## src/rtl/nco_sweep_ctrl.sv

```systemverilog
// Frequency-sweep scheduler for the NCO: steps the phase increment through a
// programmed ramp, applying each change only on an accumulator wrap.
module nco_sweep_ctrl #(
    parameter int               ACC_W       = 32,
    parameter int               DWELL_W     = 24,
    parameter logic [ACC_W-1:0] DEFAULT_INC = ACC_W'(159_072_862)
) (
    input  logic               bank1_3v3_xtal_in,
    input  logic               bank3_1v8_sys_rst,
    input  logic               cfg_valid,
    output logic               cfg_ready,
    input  logic [ACC_W-1:0]   cfg_start_inc,
    input  logic [ACC_W-1:0]   cfg_step_inc,
    input  logic [15:0]        cfg_num_steps,
    input  logic [DWELL_W-1:0] cfg_dwell,
    input  logic               cfg_loop,
    input  logic               abort,
    input  logic               nco_wrap,
    output logic [ACC_W-1:0]   phase_inc,
    output logic               inc_update,
    output logic [15:0]        step_idx,
    output logic               busy,
    output logic               done
);
    typedef enum logic [1:0] {IDLE, ARM, DWELL, STEP} state_t;

    state_t             state;
    logic [ACC_W-1:0]   start_inc;
    logic [ACC_W-1:0]   step_inc;
    logic [15:0]        last_idx;
    logic [DWELL_W-1:0] dwell_len;
    logic [DWELL_W-1:0] dwell_cnt;
    logic               loop_en;

    assign cfg_ready = (state == IDLE) && !abort && !bank3_1v8_sys_rst;
    assign busy      = (state != IDLE);

    always_ff @(posedge bank1_3v3_xtal_in) begin
        if (bank3_1v8_sys_rst) begin
            state      <= IDLE;
            phase_inc  <= DEFAULT_INC;
            step_idx   <= '0;
            inc_update <= 1'b0;
            done       <= 1'b0;
            start_inc  <= '0;
            step_inc   <= '0;
            last_idx   <= '0;
            dwell_len  <= DWELL_W'(1);
            dwell_cnt  <= '0;
            loop_en    <= 1'b0;
        end else begin
            inc_update <= 1'b0;
            done       <= 1'b0;
            case (state)
                IDLE: begin
                    if (cfg_valid && cfg_ready) begin
                        // Zero step count / dwell are folded to 1 here so the
                        // sweep states never need to special-case them.
                        start_inc <= cfg_start_inc;
                        step_inc  <= cfg_step_inc;
                        last_idx  <= (cfg_num_steps == 16'd0) ? 16'd0 : cfg_num_steps - 16'd1;
                        dwell_len <= (cfg_dwell == '0) ? DWELL_W'(1) : cfg_dwell;
                        loop_en   <= cfg_loop;
                        state     <= ARM;
                    end
                end
                ARM: begin
                    if (abort) begin
                        state <= IDLE;
                    end else if (nco_wrap) begin
                        phase_inc  <= start_inc;
                        step_idx   <= '0;
                        dwell_cnt  <= dwell_len;
                        inc_update <= 1'b1;
                        state      <= DWELL;
                    end
                end
                DWELL: begin
                    if (abort) begin
                        state <= IDLE;
                    end else if (dwell_cnt <= DWELL_W'(1)) begin
                        state <= STEP;
                    end else begin
                        dwell_cnt <= dwell_cnt - DWELL_W'(1);
                    end
                end
                STEP: begin
                    if (abort) begin
                        state <= IDLE;
                    end else if (step_idx == last_idx) begin
                        if (loop_en) begin
                            state <= ARM;
                        end else begin
                            done  <= 1'b1;
                            state <= IDLE;
                        end
                    end else if (nco_wrap) begin
                        // Modulo add: overflow is the programmer's concern.
                        phase_inc  <= phase_inc + step_inc;
                        step_idx   <= step_idx + 16'd1;
                        dwell_cnt  <= dwell_len;
                        inc_update <= 1'b1;
                        state      <= DWELL;
                    end
                end
                default: state <= IDLE;
            endcase
        end
    end
endmodule

```

## config.mk

```make
export PLATFORM = sky130hd
export DESIGN_NAME = nco_sweep_ctrl
export DESIGN_NICKNAME = d
export VERILOG_FILES = /design/src/rtl/nco_sweep_ctrl.sv
export SDC_FILE = /design/constraint.sdc
export NUM_CORES = 1
export LEC_CHECK = 0
export ABC_AREA = 1
export CORE_UTILIZATION = 46
export CTS_CLUSTER_SIZE = 14
export DETAILED_ROUTE_END_ITERATION = 16
export PLACE_DENSITY = 0.77
export REMOVE_ABC_BUFFERS = 1
export SYNTH_ARGS = -nofsm -noshare
export SYNTH_HDL_FRONTEND = slang
export SYNTH_SLANG_ARGS = --single-unit
```

## constraint.sdc

```tcl
create_clock -name bank1_3v3_xtal_in -period 2.5 [get_ports bank1_3v3_xtal_in]
set_clock_uncertainty 0.05 [all_clocks]
set_input_delay 0.625 -clock bank1_3v3_xtal_in [delete_from_list [all_inputs] [get_ports bank1_3v3_xtal_in]]
set_output_delay 0.625 -clock bank1_3v3_xtal_in [all_outputs]
set_load 0.03 [all_outputs]
```

==> impl_metrics.ini, run 1 <==
[sta]
hold_viol_final = 0
hold-worst-slack_ns = 0.402
setup_repair_after_global_routing_missed_its_margin = false
fmax_mhz = 416
worstMarginPinSlew_ns = 0.545
setup_viol = 0
post-route-period-util_pct = 96.1
report.final.slew_viol_count = 0
maxSlewHeadroom_pct = 63.6
timing.final.crit_period_ns = 2.40

[final_layout]
layout.nets = 2018
end_of_flow_core_utilization_pct = 58.4
flow.area_growth_from_synthesis_pct = 23.3
drive_above_1_share_pct = 4.72
register_area_sq_mm = 0.00362
final.fill_count = 2290
multi_input_gate_area_in_the_final_layout_sq_mm = 0.00604

[clock_network]
tritoncts = done
cts_max_path_buffers = 2
cts_hold_buffers = 0
clock_tree.htree_level_count = 4
clkSinkCount = 181
clk_transition_reported_paths_ns = 0.07
insertion_delay_ns = 0.44
cts_inserted_buffers = 17
root_buffer = sky130_fd_sc_hd__clkbuf_16

[synth]
synth.lib_cells_used.distinct = 43
synth_area_leaders = sky130_fd_sc_hd__dfxtp_1, sky130_fd_sc_hd__nand2_1, sky130_fd_sc_hd__a21oi_1
async_flop_share_pct = 0
synth-compound-area-share_pct = 14.5
synth.cell_area_sq_mm = 0.0108
ys_seq_elements = 181
ys_seq_area_share_pct = 33.5
syn-instance-count = 1736
syn-mean-instance-area_sq_um = 6.23
synth-xor-area-share_pct = 4.05
synth.yosys.warnings = 0
dominant_combinational_cell_family_by_area_after_synthesis = simple AND/OR/NAND/NOR gates
share_of_synthesized_cell_area_in_full_adder_half_adder_and_majority_cells_pct = 4.23
post_synth_and_or_nand_nor_area_fraction_pct = 33.0
post_synthesis_mux_area_share_pct = 0
leading_register_cell_type_out_of_synthesis = sky130_fd_sc_hd__dfxtp_1
synth_enable_flop_cells = 0
synth.most_common_cell = sky130_fd_sc_hd__nand2_1
synth_top_cell_by_area = sky130_fd_sc_hd__dfxtp_1
synth.cells.most_frequent = sky130_fd_sc_hd__nand2_1, sky130_fd_sc_hd__inv_1, sky130_fd_sc_hd__a21oi_1
post-synth-top-area-fraction_pct = 33.5

[drt]
detail_route.first_pass.iterations = 6
vias = 11052
post-route-drc-count = 0
drt-total-wl_mm = 29.6
post_drt_wl_per_cell_um = 13.4
via_per_inst = 5.03
first_iter_violations = 650
postRouteAntennaNets = 0

[critical_path]
worstPathBufferInverterCount = 1
critical_path.cell_chain = clkdlybuf4s50_1
timing.critical_path.required_ns = 1.82
reg2reg_setup_slack_ns = 0.19
endpoint_type_of_the_worst_setup_path = output port
timing.critical_path.from_type = flip-flop
rr_startpoint = phase_inc[0]
crit_fanout = 9
regToRegEndpoint = phase_inc[24]
worst-endpoint-arrival_ns = 1.73
timing.critical_path.slowest_stage_cell = sky130_fd_sc_hd__clkdlybuf4s50_1
worstRegToRegCells = 14
critical_path_class = reg2out
slowest_delay_ns = 0.75
critPathTopFamily = buffers and inverters

[power]
report.power.total_w = 0.00668
cellLeakagePower_nw = 6.04
powerDensity_mw_per_mm2 = 500
peakVddDrop_mv = 0.389

[floorplan]
coreArea_sq_mm = 0.0228
row_count = 55
floorplan.die.width_um = 155
io-pin-count = 162
die_y_um = 155
die_area_sq_mm = 0.0241
initial_utilization_pct = 47.4

[grt]
grt_first_pass_wirelength_mm = 48.6
largest_net_degree_at_the_start_of_global_routing = 115
number_of_global_route_vias_before_repair = 10208
antenna_found_initial = 2
groute.usage.overall_pct = 24.7
grt.overflow.total = 0

[hold_path]
hold_path_end = start_inc[1]
holdCritPathClass = reg2reg
worstHoldStart = start_inc[1]
hold-path-cell-count = 2

[placement]
place_hpwl_mm = 21.6
number_of_input_and_output_port_buffers_inserted = 161
place_congestion = 0.901

[run]
maxCapViolations = 0

[outcome]
outcome = finished, final reports clean
## per-layer routing
| layer | part of all wire [%] | vias up | track usage, % |
|---|---|---|---|
| li1 | - | 5758 | - |
| met1 | 45 | 4969 | 31.1 |
| met2 | 48 | 284 | 42.6 |
| met3 | 5.2 | 41 | 4.48 |
| met4 | 2.1 | 0 | 7.98 |
| met5 | 0 | - | 0 |
## power by group
part	internal, W	switching (W)	leakage, nW
Clock	0.00142	0.00131	0.293
Combinational	0.000403	0.000519	4.27
Sequential	0.00297	0.0000514	1.47
## through the flow
stage	setup TNS (ns)	instances	setup slack, ns	area [sq um]
2_1_floorplan	-85.54	1665	-1.27	10500
3_3_place_gp	0	2166	0.0485	12800
5_1_grt	0	2198	0.0267	13300
6_report	0	2199	0.0966	13300
3_5_place_dp	-0.0762	2166	-0.0250	12800
4_1_cts	0	2198	0.0834	13300
## flip-flops by register name (all words and copies together), names as in the netlist
name	flops
done	1
dwell_cnt	24
dwell_len	24
inc_update	1
last_idx	16
loop_en	1
phase_inc	32
start_inc	32
state	2
step_idx	16
step_inc	32
## layout make-up
cell class	instances	share of cell area, %
clock buffer	17	3.19
clock inverter	15	1.22
sequential	181	27.2
multi-input combinational	1266	45.2
antenna	1	0.0188
timing repair buffer	188	14.1
inverter	218	6.13
tap	313	2.93
## logic make-up (layout without fill, tap and decap cells)
logic type | Yosys count | in the layout
AOI/OAI and AO/OA | 301 | 301
and+or+nand+nor | 879 | 879
DFF | 181 | 181
other | 0 | 1
adders and majority gates | 36 | 36
buffers and inverters | 289 | 438
xor gates and xnor gates | 50 | 50
## layout by cell type, fill, tap and decap left out, types with 35 or more instances in the layout
| cell type | n |
|---|---|
| sky130_fd_sc_hd__a21oi_1 | 185 |
| sky130_fd_sc_hd__clkdlybuf4s50_1 | 159 |
| sky130_fd_sc_hd__o21ai_0 | 88 |
| sky130_fd_sc_hd__nor2_1 | 178 |
| sky130_fd_sc_hd__ha_1 | 35 |
| sky130_fd_sc_hd__nand2_1 | 543 |
| sky130_fd_sc_hd__nand3_1 | 102 |
| sky130_fd_sc_hd__inv_1 | 213 |
| sky130_fd_sc_hd__dfxtp_1 | 181 |
| sky130_fd_sc_hd__xor2_1 | 40 |
## worst max path at each step
stage	cells past startpoint	slack (ns)	from	endpoint
2_1_floorplan	6	-1.27	abort	last_idx[1]
3_3_place_gp	10	0.05	cfg_num_steps[1]	last_idx[3]
3_5_place_dp	10	-0.03	cfg_num_steps[1]	last_idx[3]
4_1_cts	1	0.08	step_idx[2]	step_idx[2]
5_1_grt	14	0.03	phase_inc[0]	phase_inc[24]
6_report	1	0.1	step_idx[2]	step_idx[2]
## worst reg2reg max path: stages, from the launching register on
cell and delay (ns):
sky130_fd_sc_hd__dfxtp_1 0.33, sky130_fd_sc_hd__ha_1 0.25, sky130_fd_sc_hd__fa_1 0.42, sky130_fd_sc_hd__nand3_1 0.10, sky130_fd_sc_hd__nand3_1 0.09, sky130_fd_sc_hd__nand3_1 0.08, sky130_fd_sc_hd__nand3_1 0.25, sky130_fd_sc_hd__nand2_1 0.14
sky130_fd_sc_hd__nand2_1 0.10, sky130_fd_sc_hd__nand2_1 0.11, sky130_fd_sc_hd__nand2_1 0.06, sky130_fd_sc_hd__nand2_1 0.05, sky130_fd_sc_hd__nand3_1 0.07, sky130_fd_sc_hd__nand2_1 0.07, sky130_fd_sc_hd__nand2_1 0.05
## repair_timing
item | in CTS | in global routing
endpoints found under the setup margin | 0 | 1
setup buffers | 0 | 0
gates resized for setup | 0 | 1
(Power assumes the default switching activity.)
==> run 2, diff against run 1 <==
Settings changed: ABC_AREA 1 to default, PLACE_DENSITY 0.77 to 0.78, SETUP_SLACK_MARGIN from default to 0.02.
==> impl_metrics.ini, run 2 <==
[power]
report.power.total_w = 0.00699
cellLeakagePower_nw = 5.15
peakVddDrop_mv = 0.462
powerDensity_mw_per_mm2 = 513

[clock_network]
insertion_delay_ns = 0.44
cts_max_path_buffers = 2
root_buffer = sky130_fd_sc_hd__clkbuf_16
cts_inserted_buffers = 17
clk_transition_reported_paths_ns = 0.07
clkSinkCount = 181
clock_tree.htree_level_count = 4
tritoncts = done

[critical_path]
rr_startpoint = phase_inc[4]
critPathLaunch = phase_inc[4]
timing.critical_path.from_type = flip-flop
timing.critical_path.required_ns = 2.76
endpoint_type_of_the_worst_setup_path = flip-flop
timing.critical_path.slowest_stage_cell = sky130_fd_sc_hd__or4b_4
slowest_delay_ns = 0.54
critical_path.cell_chain = ha_4, o211ai_1, o211a_1, or4b_4, a21boi_4, buf_6, buf_6, o211ai_1, a21o_1, a311oi_2, o21ai_1
critical_path_class = reg2reg
worst-endpoint-arrival_ns = 3.03
crit_fanout = 3

[placement]
place_congestion = 0.886
placed_cell_area_sq_mm = 0.0120
dp_cells = 1682
place_hpwl_mm = 18.4
number_of_input_and_output_port_buffers_inserted = 161
placement.setup.worst_slack_ns = -0.567

[drt]
drt-total-wl_mm = 29.1
vias = 10013
post-route-drc-count = 0
via_per_inst = 5.76
postRouteAntennaNets = 0
first_iter_violations = 744
detail_route.first_pass.iterations = 5
post_drt_wl_per_cell_um = 16.8

[sta]
setup_viol = 36
hold_viol_final = 0
post-route-period-util_pct = 111
setup_ws_ns = -0.273
setup_repair_after_global_routing_missed_its_margin = true
fmax_mhz = 361
report.final.slew_viol_count = 0
maxSlewHeadroom_pct = 56.3
worstMarginPinSlew_ns = 0.655
timing.final.crit_period_ns = 2.77

[synth]
synth.most_common_cell = sky130_fd_sc_hd__nand2_1
synth.yosys.warnings = 0
leading_register_cell_type_out_of_synthesis = sky130_fd_sc_hd__dfxtp_1
async_flop_share_pct = 0
synth.lib_cells_used.distinct = 63
synth.cell_area_sq_mm = 0.00936
ys_seq_elements = 181
synth_area_leaders = sky130_fd_sc_hd__dfxtp_1, sky130_fd_sc_hd__nand2_1, sky130_fd_sc_hd__a21oi_1
synth_enable_flop_cells = 0
synth.cells.most_frequent = sky130_fd_sc_hd__nand2_1, sky130_fd_sc_hd__dfxtp_1, sky130_fd_sc_hd__a21oi_1
post-synth-top-area-fraction_pct = 38.7
synth_top_cell_by_area = sky130_fd_sc_hd__dfxtp_1
syn-instance-count = 1216
syn-mean-instance-area_sq_um = 7.70
ys_seq_area_share_pct = 38.7

[final_layout]
final_cell_count_no_fill = 1737
layout.cells.most_common_list = sky130_fd_sc_hd__nand2_1, sky130_fd_sc_hd__dfxtp_1, sky130_fd_sc_hd__clkdlybuf4s50_1
layout.nets = 1605
final.fill_count = 1481
antenna_cells_inserted = 0
largestRegisters = phase_inc x32, start_inc x32, step_inc x32
register_area_sq_mm = 0.00364
final_design_area_no_fill_sq_mm = 0.0136
drive_above_1_share_pct = 19.9
flow.area_growth_from_synthesis_pct = 45.6
multi_input_gate_area_in_the_final_layout_sq_mm = 0.00606
layout.cells.most_common = sky130_fd_sc_hd__nand2_1
end_of_flow_core_utilization_pct = 69.1

[outcome]
violations_in_the_final_reports = negative setup slack
outcome = finished, violations left

[floorplan]
die_y_um = 145
coreArea_sq_mm = 0.0197
floorplan.die.width_um = 145
initial_utilization_pct = 47.5
io-pin-count = 162
die_area_sq_mm = 0.0209
row_count = 51

[grt]
groute.usage.overall_pct = 27.4
grt.overflow.total = 0
groute.layer.met2.usage_pct = 48.1
global_route.usage.met1_pct = 33.3
largest_net_degree_at_the_start_of_global_routing = 144
antenna_found_initial = 0
grt.busiest_layer = met2
number_of_global_route_vias_before_repair = 9396
grt_first_pass_wirelength_mm = 45.0
grtUsageMet3_pct = 5.10

[hold_path]
worstHoldStart = start_inc[31]
holdCritPathClass = reg2reg

[run]
maxCapViolations = 0
[run 2: cell count changes after synthesis, moves of 12 or more]
cell	previous run	this run
sky130_fd_sc_hd__nand2_1	543	259
sky130_fd_sc_hd__inv_1	214	17
sky130_fd_sc_hd__nand3_1	102	14
sky130_fd_sc_hd__nor2_1	179	94
sky130_fd_sc_hd__a21oi_1	185	146
sky130_fd_sc_hd__clkbuf_1	44	73
sky130_fd_sc_hd__a22oi_1	0	28
sky130_fd_sc_hd__xnor2_1	10	35
sky130_fd_sc_hd__xor2_1	40	20
sky130_fd_sc_hd__a211oi_1	2	21
sky130_fd_sc_hd__o21ai_0	88	70
sky130_fd_sc_hd__or3_1	0	13
sky130_fd_sc_hd__a21o_1	3	15
sky130_fd_sc_hd__buf_2	14	2
[run 2: area by class of cell]
type                       instances  share of cell area (%)
multi-input combinational        942                    44.4
sequential                       181                    26.7
timing repair buffer             300                    21.6
clock buffer                      17                    3.12
tap                              265                    2.43
clock inverter                    15                    1.28
inverter                          17                   0.468
[run 2: layer usage]
layer	vias up	part of all wire (%)	routed length, um
li1	4814	-	-
met1	4724	42	12300
met2	398	49	14200
met3	77	6.6	1910
met4	0	2.6	749
met5	-	0	0
[run 2: kinds of logic after synthesis]
family	share of synthesized area, %
buffers and inverters	3.80
DFF	38.7
xor gates and xnor gates	5.15
and+or+nand+nor	23.0
AOI/OAI and AO/OA	24.0
muxes	0.428
adders and majority gates	4.89
[run 2: report_power, final]
group / leakage [nW] / switching (W) / internal, W
registers: 1.47 / 0.0000647 / 0.00297
clock network: 0.298 / 0.00120 / 0.00158
logic: 3.38 / 0.000601 / 0.000580
[run 2: critical path: cells and delay by family (launching register included)]
kind / cells / cell delay [ns]
simple gates: 1 / 0.54
buf+inv: 2 / 0.20
compound gates: 7 / 1.25
fa+ha+maj: 1 / 0.27
flops: 1 / 0.34
[run 2: repair_timing]
action                                  4_1_cts  5_1_grt
cloned                                        6        0
setup buffers                                14        5
resized for setup                           114       75
hold buffers                                  0        0
pin swaps                                    40       44
endpoints found under the setup margin       45       62
[run 2: per-stage QoR]
step | setup TNS [ns] | hold slack, ns
after floorplan | -195.35 | 0.376
after global placement | -8.04 | 0.391
after detailed placement | -11.04 | 0.395
after CTS | -3.42 | 0.404
after global routing | -8.22 | 0.423
final | -4.97 | 0.400
[run 2: path summary, 6_finish.rpt]
path	end	slack (ns)	depth (start not counted)
worst max register to register	phase_inc[27]	-0.27	11
worst min-delay path	start_inc[31]	0.40	2
worst max-delay path	phase_inc[27]	-0.27	11
worst min register to register	start_inc[31]	0.40	2
